File: config.mk
export PLATFORM = sky130hd
export DESIGN_NAME = vision_test_sequencer
export DESIGN_NICKNAME = d
export VERILOG_FILES = /design/src/rtl/vision_test_sequencer.sv
export SDC_FILE = /design/constraint.sdc
export NUM_CORES = 1
export LEC_CHECK = 0
export BUFFER_PORTS_ARGS = -buffer_cell sky130_fd_sc_hd__buf_2
export CORE_UTILIZATION = 60
export DETAILED_ROUTE_END_ITERATION = 6
export PLACE_DENSITY = 0.81
export SYNTH_ARGS = -nofsm -noshare
export SYNTH_HDL_FRONTEND = slang
export SYNTH_SLANG_ARGS = --single-unit
File: constraint.sdc
create_clock -name clk -period 3 [get_ports clk]
set_input_delay 0.15 -clock clk [delete_from_list [all_inputs] [get_ports clk]]
set_output_delay 0.15 -clock clk [all_outputs]
set_load 0.005 [all_outputs]
File: src/rtl/vision_test_sequencer.sv
`default_nettype none
// ============================================================================
//  Module      : vision_test_sequencer
//  Description : Trial sequencer for the 8x8 matrix vision tester. A confirm
//                press starts a test. Each trial shows an "E" pointing in a
//                pseudo-random direction, then collects a direction and a
//                confirm within a response window. It scores the answer
//                (2-of-3 per level) and steps the optotype size level. At the
//                end it reports how many levels were passed.
//  Ports       : clk, rst (async, active-low)
//                upper/lower/left/right/confirm : single-cycle button pulses
//                show        : glyph visible (awaiting a response)
//                glyph_dir   : 0 up, 1 down, 2 left, 3 right
//                glyph_level : current size level (0 = largest)
//                fb          : 0 none, 1 correct, 2 wrong, 3 timeout
//                busy / done : test running / test finished
//                result      : number of levels passed
//  Revision    : 1.0 - initial release
// ============================================================================
module vision_test_sequencer #(
    parameter int          LEVELS      = 6,
    parameter int          TIMEOUT_CYC = 50_000_000,
    parameter int          FB_CYC      = 5_000_000,
    parameter logic [15:0] SEED        = 16'hACE1
) (
    input  logic       clk,
    input  logic       rst,
    input  logic       upper,
    input  logic       lower,
    input  logic       left,
    input  logic       right,
    input  logic       confirm,
    output logic       show,
    output logic [1:0] glyph_dir,
    output logic [2:0] glyph_level,
    output logic [1:0] fb,
    output logic       busy,
    output logic       done,
    output logic [2:0] result
);

    // The response window and the feedback hold never overlap, so a single
    // counter sized for the longer of the two serves both.
    localparam int c_CNT_MAX = (TIMEOUT_CYC > FB_CYC) ? TIMEOUT_CYC : FB_CYC;
    localparam int c_CNT_W   = (c_CNT_MAX > 1) ? $clog2(c_CNT_MAX) : 1;
    localparam logic [c_CNT_W-1:0] c_TO_LAST  = c_CNT_W'(TIMEOUT_CYC - 1);
    localparam logic [c_CNT_W-1:0] c_FB_LAST  = c_CNT_W'(FB_CYC - 1);
    localparam logic [2:0]         c_LAST_LVL = 3'(LEVELS - 1);

    typedef enum logic [2:0] {
        S_IDLE      = 3'd0,
        S_PRESENT   = 3'd1,
        S_WAIT_RESP = 3'd2,
        S_JUDGE     = 3'd3,
        S_FEEDBACK  = 3'd4,
        S_DONE      = 3'd5
    } state_t;

    state_t               r_state;
    state_t               w_next;

    logic [15:0]          r_lfsr;
    logic [c_CNT_W-1:0]   r_cnt;
    logic [1:0]           r_dir;
    logic [1:0]           r_cand;
    logic                 r_cand_vld;
    logic [1:0]           r_hits;
    logic [1:0]           r_misses;
    logic [2:0]           r_level;
    logic [2:0]           r_result;
    logic [1:0]           r_fb;
    logic                 r_show;
    logic                 r_busy;
    logic                 r_done;

    logic                 w_dir_any;
    logic [1:0]           w_pulse_dir;
    logic                 w_accept;
    logic                 w_timeout;
    logic                 w_fb_end;
    logic [1:0]           w_present_dir;
    logic                 w_lfsr_fb;

    assign w_dir_any = upper | lower | left | right;

    // Simultaneous presses resolve upper > lower > left > right.
    always_comb begin
        w_pulse_dir = 2'd3;
        if (upper) begin
            w_pulse_dir = 2'd0;
        end else if (lower) begin
            w_pulse_dir = 2'd1;
        end else if (left) begin
            w_pulse_dir = 2'd2;
        end
    end

    // A confirm counts only if there is something to judge: a latched
    // candidate or a direction pressed in the very same cycle.
    assign w_accept  = (r_state == S_WAIT_RESP) && confirm && (w_dir_any || r_cand_vld);
    assign w_timeout = (r_state == S_WAIT_RESP) && (r_cnt == c_TO_LAST);
    assign w_fb_end  = (r_state == S_FEEDBACK)  && (r_cnt == c_FB_LAST);

    // Never show the same direction twice in a row.
    assign w_present_dir = (r_lfsr[1:0] == r_dir) ? (r_lfsr[1:0] + 2'd1) : r_lfsr[1:0];

    // Fibonacci LFSR, taps 16,14,13,11.
    assign w_lfsr_fb = r_lfsr[15] ^ r_lfsr[13] ^ r_lfsr[12] ^ r_lfsr[10];

    // ------------------------------------------------------------------
    // State register
    // ------------------------------------------------------------------
    always_ff @(posedge clk or negedge rst) begin
        if (!rst) begin
            r_state <= S_IDLE;
        end else begin
            r_state <= w_next;
        end
    end

    // ------------------------------------------------------------------
    // Next-state logic
    // ------------------------------------------------------------------
    always_comb begin
        w_next = r_state;
        case (r_state)
            S_IDLE: begin
                if (confirm) begin
                    w_next = S_PRESENT;
                end
            end
            S_PRESENT: begin
                w_next = S_WAIT_RESP;
            end
            S_WAIT_RESP: begin
                if (w_accept || w_timeout) begin
                    w_next = S_JUDGE;
                end
            end
            S_JUDGE: begin
                w_next = S_FEEDBACK;
            end
            S_FEEDBACK: begin
                if (w_fb_end) begin
                    if (r_hits == 2'd2) begin
                        w_next = (r_level == c_LAST_LVL) ? S_DONE : S_PRESENT;
                    end else if (r_misses == 2'd2) begin
                        w_next = S_DONE;
                    end else begin
                        w_next = S_PRESENT;
                    end
                end
            end
            S_DONE: begin
                if (confirm) begin
                    w_next = S_IDLE;
                end
            end
            default: begin
                w_next = S_IDLE;
            end
        endcase
    end

    // ------------------------------------------------------------------
    // Datapath and registered outputs
    // ------------------------------------------------------------------
    always_ff @(posedge clk or negedge rst) begin
        if (!rst) begin
            r_lfsr     <= SEED;
            r_cnt      <= '0;
            r_dir      <= 2'd0;
            r_cand     <= 2'd0;
            r_cand_vld <= 1'b0;
            r_hits     <= 2'd0;
            r_misses   <= 2'd0;
            r_level    <= 3'd0;
            r_result   <= 3'd0;
            r_fb       <= 2'd0;
            r_show     <= 1'b0;
            r_busy     <= 1'b0;
            r_done     <= 1'b0;
        end else begin
            r_lfsr <= {r_lfsr[14:0], w_lfsr_fb};

            // Outputs track the state being entered, so they line up
            // with the state itself rather than lagging by a cycle.
            r_show <= (w_next == S_WAIT_RESP);
            r_busy <= (w_next == S_PRESENT) || (w_next == S_WAIT_RESP) ||
                      (w_next == S_JUDGE)   || (w_next == S_FEEDBACK);
            r_done <= (w_next == S_DONE);

            case (r_state)
                S_IDLE: begin
                    if (confirm) begin
                        r_level  <= 3'd0;
                        r_hits   <= 2'd0;
                        r_misses <= 2'd0;
                        r_result <= 3'd0;
                    end
                end
                S_PRESENT: begin
                    r_dir      <= w_present_dir;
                    r_cand     <= 2'd0;
                    r_cand_vld <= 1'b0;
                    r_cnt      <= '0;
                end
                S_WAIT_RESP: begin
                    r_cnt <= r_cnt + c_CNT_W'(1);
                    if (w_accept) begin
                        // Leave the judged answer in the candidate register.
                        r_cand     <= w_dir_any ? w_pulse_dir : r_cand;
                        r_cand_vld <= 1'b1;
                    end else if (w_timeout) begin
                        // An unconfirmed candidate is not an answer; the
                        // cleared flag marks the trial as timed out.
                        r_cand_vld <= 1'b0;
                    end else if (w_dir_any) begin
                        r_cand     <= w_pulse_dir;
                        r_cand_vld <= 1'b1;
                    end
                end
                S_JUDGE: begin
                    r_cnt <= '0;
                    if (!r_cand_vld) begin
                        r_misses <= r_misses + 2'd1;
                        r_fb     <= 2'd3;
                    end else if (r_cand == r_dir) begin
                        r_hits <= r_hits + 2'd1;
                        r_fb   <= 2'd1;
                    end else begin
                        r_misses <= r_misses + 2'd1;
                        r_fb     <= 2'd2;
                    end
                end
                S_FEEDBACK: begin
                    r_cnt <= r_cnt + c_CNT_W'(1);
                    if (w_fb_end) begin
                        r_fb <= 2'd0;
                        if (r_hits == 2'd2) begin
                            r_result <= r_level + 3'd1;
                            if (r_level != c_LAST_LVL) begin
                                r_level  <= r_level + 3'd1;
                                r_hits   <= 2'd0;
                                r_misses <= 2'd0;
                            end
                        end else if (r_misses == 2'd2) begin
                            r_result <= r_level;
                        end
                    end
                end
                default: begin
                end
            endcase
        end
    end

    assign show        = r_show;
    assign glyph_dir   = r_dir;
    assign glyph_level = r_level;
    assign fb          = r_fb;
    assign busy        = r_busy;
    assign done        = r_done;
    assign result      = r_result;

endmodule
`default_nettype wire
==> reports/results.ini, run 1 <==
[outcome]
status=finished, final reports clean

[clock_tree]
cts_tree=done
htreeDepth=3
clock-sinks=65
post_cts_buffers=0
worstSkewPairLatency_ns=0.34
cts-buffers-inserted=9
path_clk_slew_ns=0.07
cts_buffer_depth=2
cts_root_buffer=clkbuf_8

[worst_setup_path]
slowest_stage=or4_4
worstPathMaxFanout=6
arrival_ns=2.57
max_stage_delay_ns=0.62
crit_buf_inv=0
cpLargestDelayFamily=simple AND/OR/NAND/NOR gates
end_kind=register
path_class=register to register
startpoint_type=register
worst_ep_required_time_ns=3.22
path_cells=ha_1, nor4b_2, nand4b_1, or4_4, o21ai_2, mux2_2

[sta]
fmax_mhz=426
tightest_slew_ns=0.734
slew_headroom_pct=51.1
hold_viol_final=0
final_max_slew_viol_count=0
holdWs_ns=0.153
finalCritPeriodShare_pct=78.3
period_needed_ns=2.35
rsz0062_at_grt=false
clock_skew_ns=0.00538
finalSetupTns_ns=0
setup_viol_count_final=0

[drt]
first_iter_violations=133
final_antenna_net_count=0
wirelength_mm=6.11
firstDrtPassIters=4
viasPerCell=5.91
routedWlPerCell_um=15.3
drc=0
vias=2363

[worst_hold_path]
hp-class=primary input to register

[floorplan]
rows=25
die_h_um=74.0
core_sq_um=4850
start_util_pct=64.1
fp.dieW_um=74.0
ios=20
dieArea_sq_um=5470

[layout]
multi_input_area_sq_um=1390
fin_nets=340
fin_area_sq_um=3430
diodes=0
area_delta_synth_final_pct=10.5
final_cells=400
fill_cells=352
seq_area_sq_um=1640
drive_above_1_share_pct=15.6

[yosys]
synth_edf_count=0
synth_most_common_cell=dfrtp_1
ys_seq_elements=65
synth.top_cells.by_count=dfrtp_1 (57), nand2_1 (39), o21ai_0 (22)
netlist_area_sq_um=3110
synth_flop_cell=dfrtp_1
yosysWarnings=0
ys_types=51
synth.area.top_cells=dfrtp_1 (46%), dfstp_2 (6.8%), nand2_1 (4.7%)
async_flop_share_pct=100
avgSynthCellArea_sq_um=10.2
ys_seq_area_share_pct=52.7
synthesis.nets=317
synth_top_area_share_pct=45.9
syn_inst=305
yosys.area.top_type=dfrtp_1

[placed_design]
hpwl_mm=4.22
dp.cells=383
numPortBuffers=19
post_dp_cell_area_sq_um=3250
gp_congestion=0.809

[global_route]
grt_pass1_wl_mm=10.2
antenna_found_initial=0
grt_start_max_net_pins=45
grt_pass1_vias=2151
overflow=0
grt_usage_pct=25.5

[pwr]
p_total_mw=2.43
p_leak_nw=1.49
vdd_ir_drop_max_uv=369
power_density_nw_per_um2=709

[flow_run]
cap_violations=0

## layout make-up
class,instances,area share [%]
sequential,65,47.7
multi-input combinational,221,40.5
clock buffer,13,4.63
timing repair buffer,21,3.28
tap,67,2.44
inverter,10,1.09
clock inverter,3,0.437
## power by group
part,switching (mW),total [mW],internal [mW]
clock,0.315,0.656,0.341
combinational,0.389,0.652,0.263
sequential,0.136,1.13,0.990
## layout by cell type (no fill, tap or decap), drive strengths merged, types with 4 or more instances in the layout
cell     n
dfrtp   57
nand2   39
o21ai   23
buf     20
nor2    18
nand3   18
clkbuf  13
inv     10
mux2i   10
nand2b   8
nand4    8
a21oi    8
o31ai    8
dfstp    8
o211ai   7
xnor2    6
a21o     5
and2     5
ha       5
nor4     4
or3      4
nor3     4
nor3b    4
## registers in the layout (all words and copies together), names as in the netlist
name,flops
r_cnt,26
r_lfsr,16
glyph_level,3
r_state,3
result,3
fb,2
glyph_dir,2
r_cand,2
r_hits,2
r_misses,2
busy,1
done,1
r_cand_vld,1
show,1
## kinds of logic (layout without fill, tap and decap cells)
logic type	count (synthesis)	in the layout	share of synthesized area (%)
xor+xnor	8	8	2.25
simple gates	131	131	22.4
compound gates	65	65	14.1
flops	65	65	52.7
mux	12	12	3.95
fa+ha+maj	5	5	2.01
buf+inv	19	47	2.62
## final timing paths
path	slack [ns]	end	cells after the start	from
worst max-delay path	0.65	r_cand[0]	6	r_cnt[0]
worst min-delay path	0.15	r_cand_vld	3	confirm
worst max register to register	0.65	r_cand[0]	6	r_cnt[0]
worst min register to register	0.35	r_lfsr[5]	0	r_lfsr[4]
max in group asynchronous	1.79	r_cnt[20]	3	rst
min in group asynchronous	0.28	r_lfsr[14]	2	rst
## per-stage QoR
step,utilization [%],worst slack [ns]
after CTS,70.8,0.642
after global routing,70.8,0.491
after global placement,67.0,0.741
after detailed placement,67.0,0.659
final,70.8,0.652
after floorplan,-,0.844
## worst register-to-register path, cell delays in order (launching register included)
cell      delay, ns
dfrtp_1        0.43
ha_1           0.24
nor4b_2        0.20
nand4b_1       0.21
or4_4          0.62
o21ai_2        0.18
mux2_2         0.35
## timing repair
item | CTS | global route
endpoints found under the hold margin | 13 | 0
resized for setup | 0 | 0
hold buffers | 1 | 0
## layer usage
layer	vias up	track usage (%)	share of wire (%)
li1	1164	-	-
met5	-	0	0
met3	8	8.94	3.8
met2	48	40.1	48
met4	0	7.05	1.2
met1	1143	33.9	47
(Power assumes the default switching activity.)
==> inputs of run 2 (changes only) <==
Settings changed: ABC_AREA from default to 1, CORE_UTILIZATION 60 to 61, PLACE_DENSITY 0.81 to 0.82.
Clock period 3 ns to 2.45 ns, I/O delays scaled along.
==> run 2 against run 1 <==
  * The run now ends with DRC left
  * Synthesized cell count grew 47%
  * Sequential power increased by 19%
  * Worst hold slack worse by 0.076 ns
  * Maximum frequency rose by 28%
  * Die area up 9.7%
  * Clock skew rose by 0.0067 ns
  * Routed wire length up 28%
  * Combinational power grew 63%
  * Largest power group unchanged
==> reports/results.ini, run 2 <==
[yosys]
netlist_area_sq_um=3470
ys_seq_area_share_pct=47.1
syn_inst=447
synth.area.top_cells=dfrtp_1 (41%), nand2_1 (12%), nor2_1 (6.3%)
async_flop_share_pct=100
synth_top_area_share_pct=41.1
synth_flop_cell=dfrtp_1
ys_types=39
avgSynthCellArea_sq_um=7.77
synth_most_common_cell=nand2_1
yosys.area.top_type=dfrtp_1
synthesis.nets=459
synth.top_cells.by_count=nand2_1 (111), nor2_1 (58), dfrtp_1 (57)
yosysWarnings=0
synth_edf_count=0
ys_seq_elements=65

[worst_setup_path]
worstPathMaxFanout=7
startpoint_type=register
reg2regPathDepth=10
path_class=register to register
arrival_ns=2.07
endpoint=result[1]
r2r_setup_slack_ns=0.61
worst_ep_required_time_ns=2.68
cp-startpoint=r_cnt[0]
r2r-end=result[1]
reg2reg_from=r_cnt[0]
end_kind=register

[sta]
setup_viol_count_final=0
fmax_mhz=543
tightest_slew_ns=0.914
final_max_slew_viol_count=0
rsz0062_at_grt=false
finalSetupTns_ns=0
slew_headroom_pct=39.1
finalCritPeriodShare_pct=75.1
clock_skew_ns=0.0121
hold_viol_final=0
holdWs_ns=0.0767
period_needed_ns=1.84
setup_ws_ns=0.609

[placed_design]
hpwl_mm=5.77
gp_congestion=0.973
preCtsSetupSlack_ns=0.642
numPortBuffers=19

[layout]
reg.largest.list=r_cnt: 26 flops, r_lfsr: 16 flops
diodes=0
regMostFlops=r_cnt
drive_above_1_share_pct=15.1
area_delta_synth_final_pct=12.0
fin_nets=490
final_common_cell=nand2_1
largest_reg_flops=26
layout_common_cells=nand2_1 (111), nor2_1 (58), dfrtp_1 (57)

[global_route]
overflow=0
grt_pass1_wl_mm=13.2
antenna_found_initial=0
grt_start_max_net_pins=43
grt_pass1_vias=2955
grt_usage_pct=28.3

[pwr]
p_comb_share_pct=31.1
p_total_mw=3.39
sw_frac_of_total_pct=37.6
power.switching_mw=1.28
p_seq_share_pct=39.6
p_clk_share_pct=29.3
p_int_mw=2.11
p_leak_nw=1.88
vdd_ir_drop_max_uv=681
power_density_nw_per_um2=872

[drt]
wirelength_mm=7.82
routedWlPerCell_um=14.1
viasPerCell=5.58
firstDrtPassIters=7
drc=2
final_antenna_net_count=0
vias=3096
first_iter_violations=242

[clock_tree]
cts_buffer_depth=2
cts-buffers-inserted=9
cts_tree=done
worstSkewPairLatency_ns=0.35
clock-sinks=65
post_cts_buffers=0
cts_root_buffer=clkbuf_8
htreeDepth=3
path_clk_slew_ns=0.08

[outcome]
violations=DRC
status=complete, but fails checks

[floorplan]
fp.dieW_um=77.5
dieArea_sq_um=6000
core_sq_um=5510
start_util_pct=63.1
rows=27
ios=20
die_h_um=77.5

[flow_run]
cap_violations=0

[worst_hold_path]
hp-class=primary input to register

-- run 2: cell count changes in the layout (fill, tap and decap cells not counted), moves of 5 or more --
| cell | previous run | this run |
|---|---|---|
| o21ai_1 | 0 | 9 |
| nand2_1 | 39 | 111 |
| nand3_1 | 18 | 43 |
| inv_2 | 0 | 6 |
| o31ai_1 | 8 | 1 |
| nor2_1 | 18 | 58 |
| nand2b_1 | 8 | 1 |
| and2_1 | 5 | 0 |
| mux2i_1 | 10 | 0 |
| inv_1 | 10 | 52 |
-- run 2: cell families (layout without fill, tap and decap cells) --
| logic type | after synthesis | after routing | share of synthesized area, % |
|---|---|---|---|
| AO/OA/AOI/OAI | 54 | 54 | 8.68 |
| XOR/XNOR | 7 | 7 | 1.77 |
| adder cells (fa/ha/maj) | 5 | 5 | 1.80 |
| buffers and inverters | 62 | 98 | 6.95 |
| flip-flops | 65 | 65 | 47.1 |
| multiplexers | 2 | 2 | 0.648 |
| AND/OR/NAND/NOR | 252 | 252 | 33.0 |
-- run 2: per-layer routing --
metal	up-vias	track usage [%]	part of all wire [%]
li1	1513	-	-
met1	1426	38.4	45
met2	131	44.4	45
met3	26	5.41	7.0
met4	0	12.3	2.6
met5	-	0	0
-- run 2: worst max-delay path, stage by stage, from the launching register on --
cell     delay, ns
dfrtp_1       0.45
ha_1          0.26
nand3_2       0.15
inv_1         0.11
nand2_1       0.05
nor2_1        0.14
nand2_1       0.10
nand2_2       0.14
nand3_2       0.14
nand2_1       0.10
o21ai_0       0.08
-- run 2: power groups by stage --
stage	Sequential [mW]	Clock (mW)	Combinational [mW]
finish	1.34	0.993	1.06
global route	1.36	1.06	1.18
CTS	1.34	1.01	1.05
detailed placement	1.36	0	1.04
global placement	1.35	0	1.02
floorplan	1.34	0	0.763
-- run 2: how the worst min path moves through the flow --
stage,start,endpoint,slack [ns],cells after the start
after floorplan,rst,busy,-0.17,0
after global placement,rst,r_cnt[15],0.30,1
after detailed placement,rst,r_cnt[23],0.30,1
after CTS,upper,r_cand[0],0.06,4
after global routing,upper,r_cand[0],0.11,4
final,upper,r_cand[0],0.08,4
-- run 2: repair_timing --
item                                   CTS  global route
gates resized for setup                  0             0
endpoints found under the hold margin   32             0
hold buffers                             1             0
setup endpoints to repair                0             0
-- run 2: area by class of cell --
type / instances / area [sq um]
sequential: 65 / 1640
fill: 403 / 1620
multi-input combinational: 320 / 1600
inverter: 59 / 221
timing repair buffer: 23 / 128
clock buffer: 9 / 124
clock inverter: 7 / 95.1
tap: 72 / 90.1
-- run 2: stage by stage --
stage	instances	util, %	area, sq um
floorplan	447	-	3470
global placement	538	66.5	3660
detailed placement	538	66.5	3660
CTS	555	70.6	3890
global route	555	70.6	3890
finish	555	70.6	3890
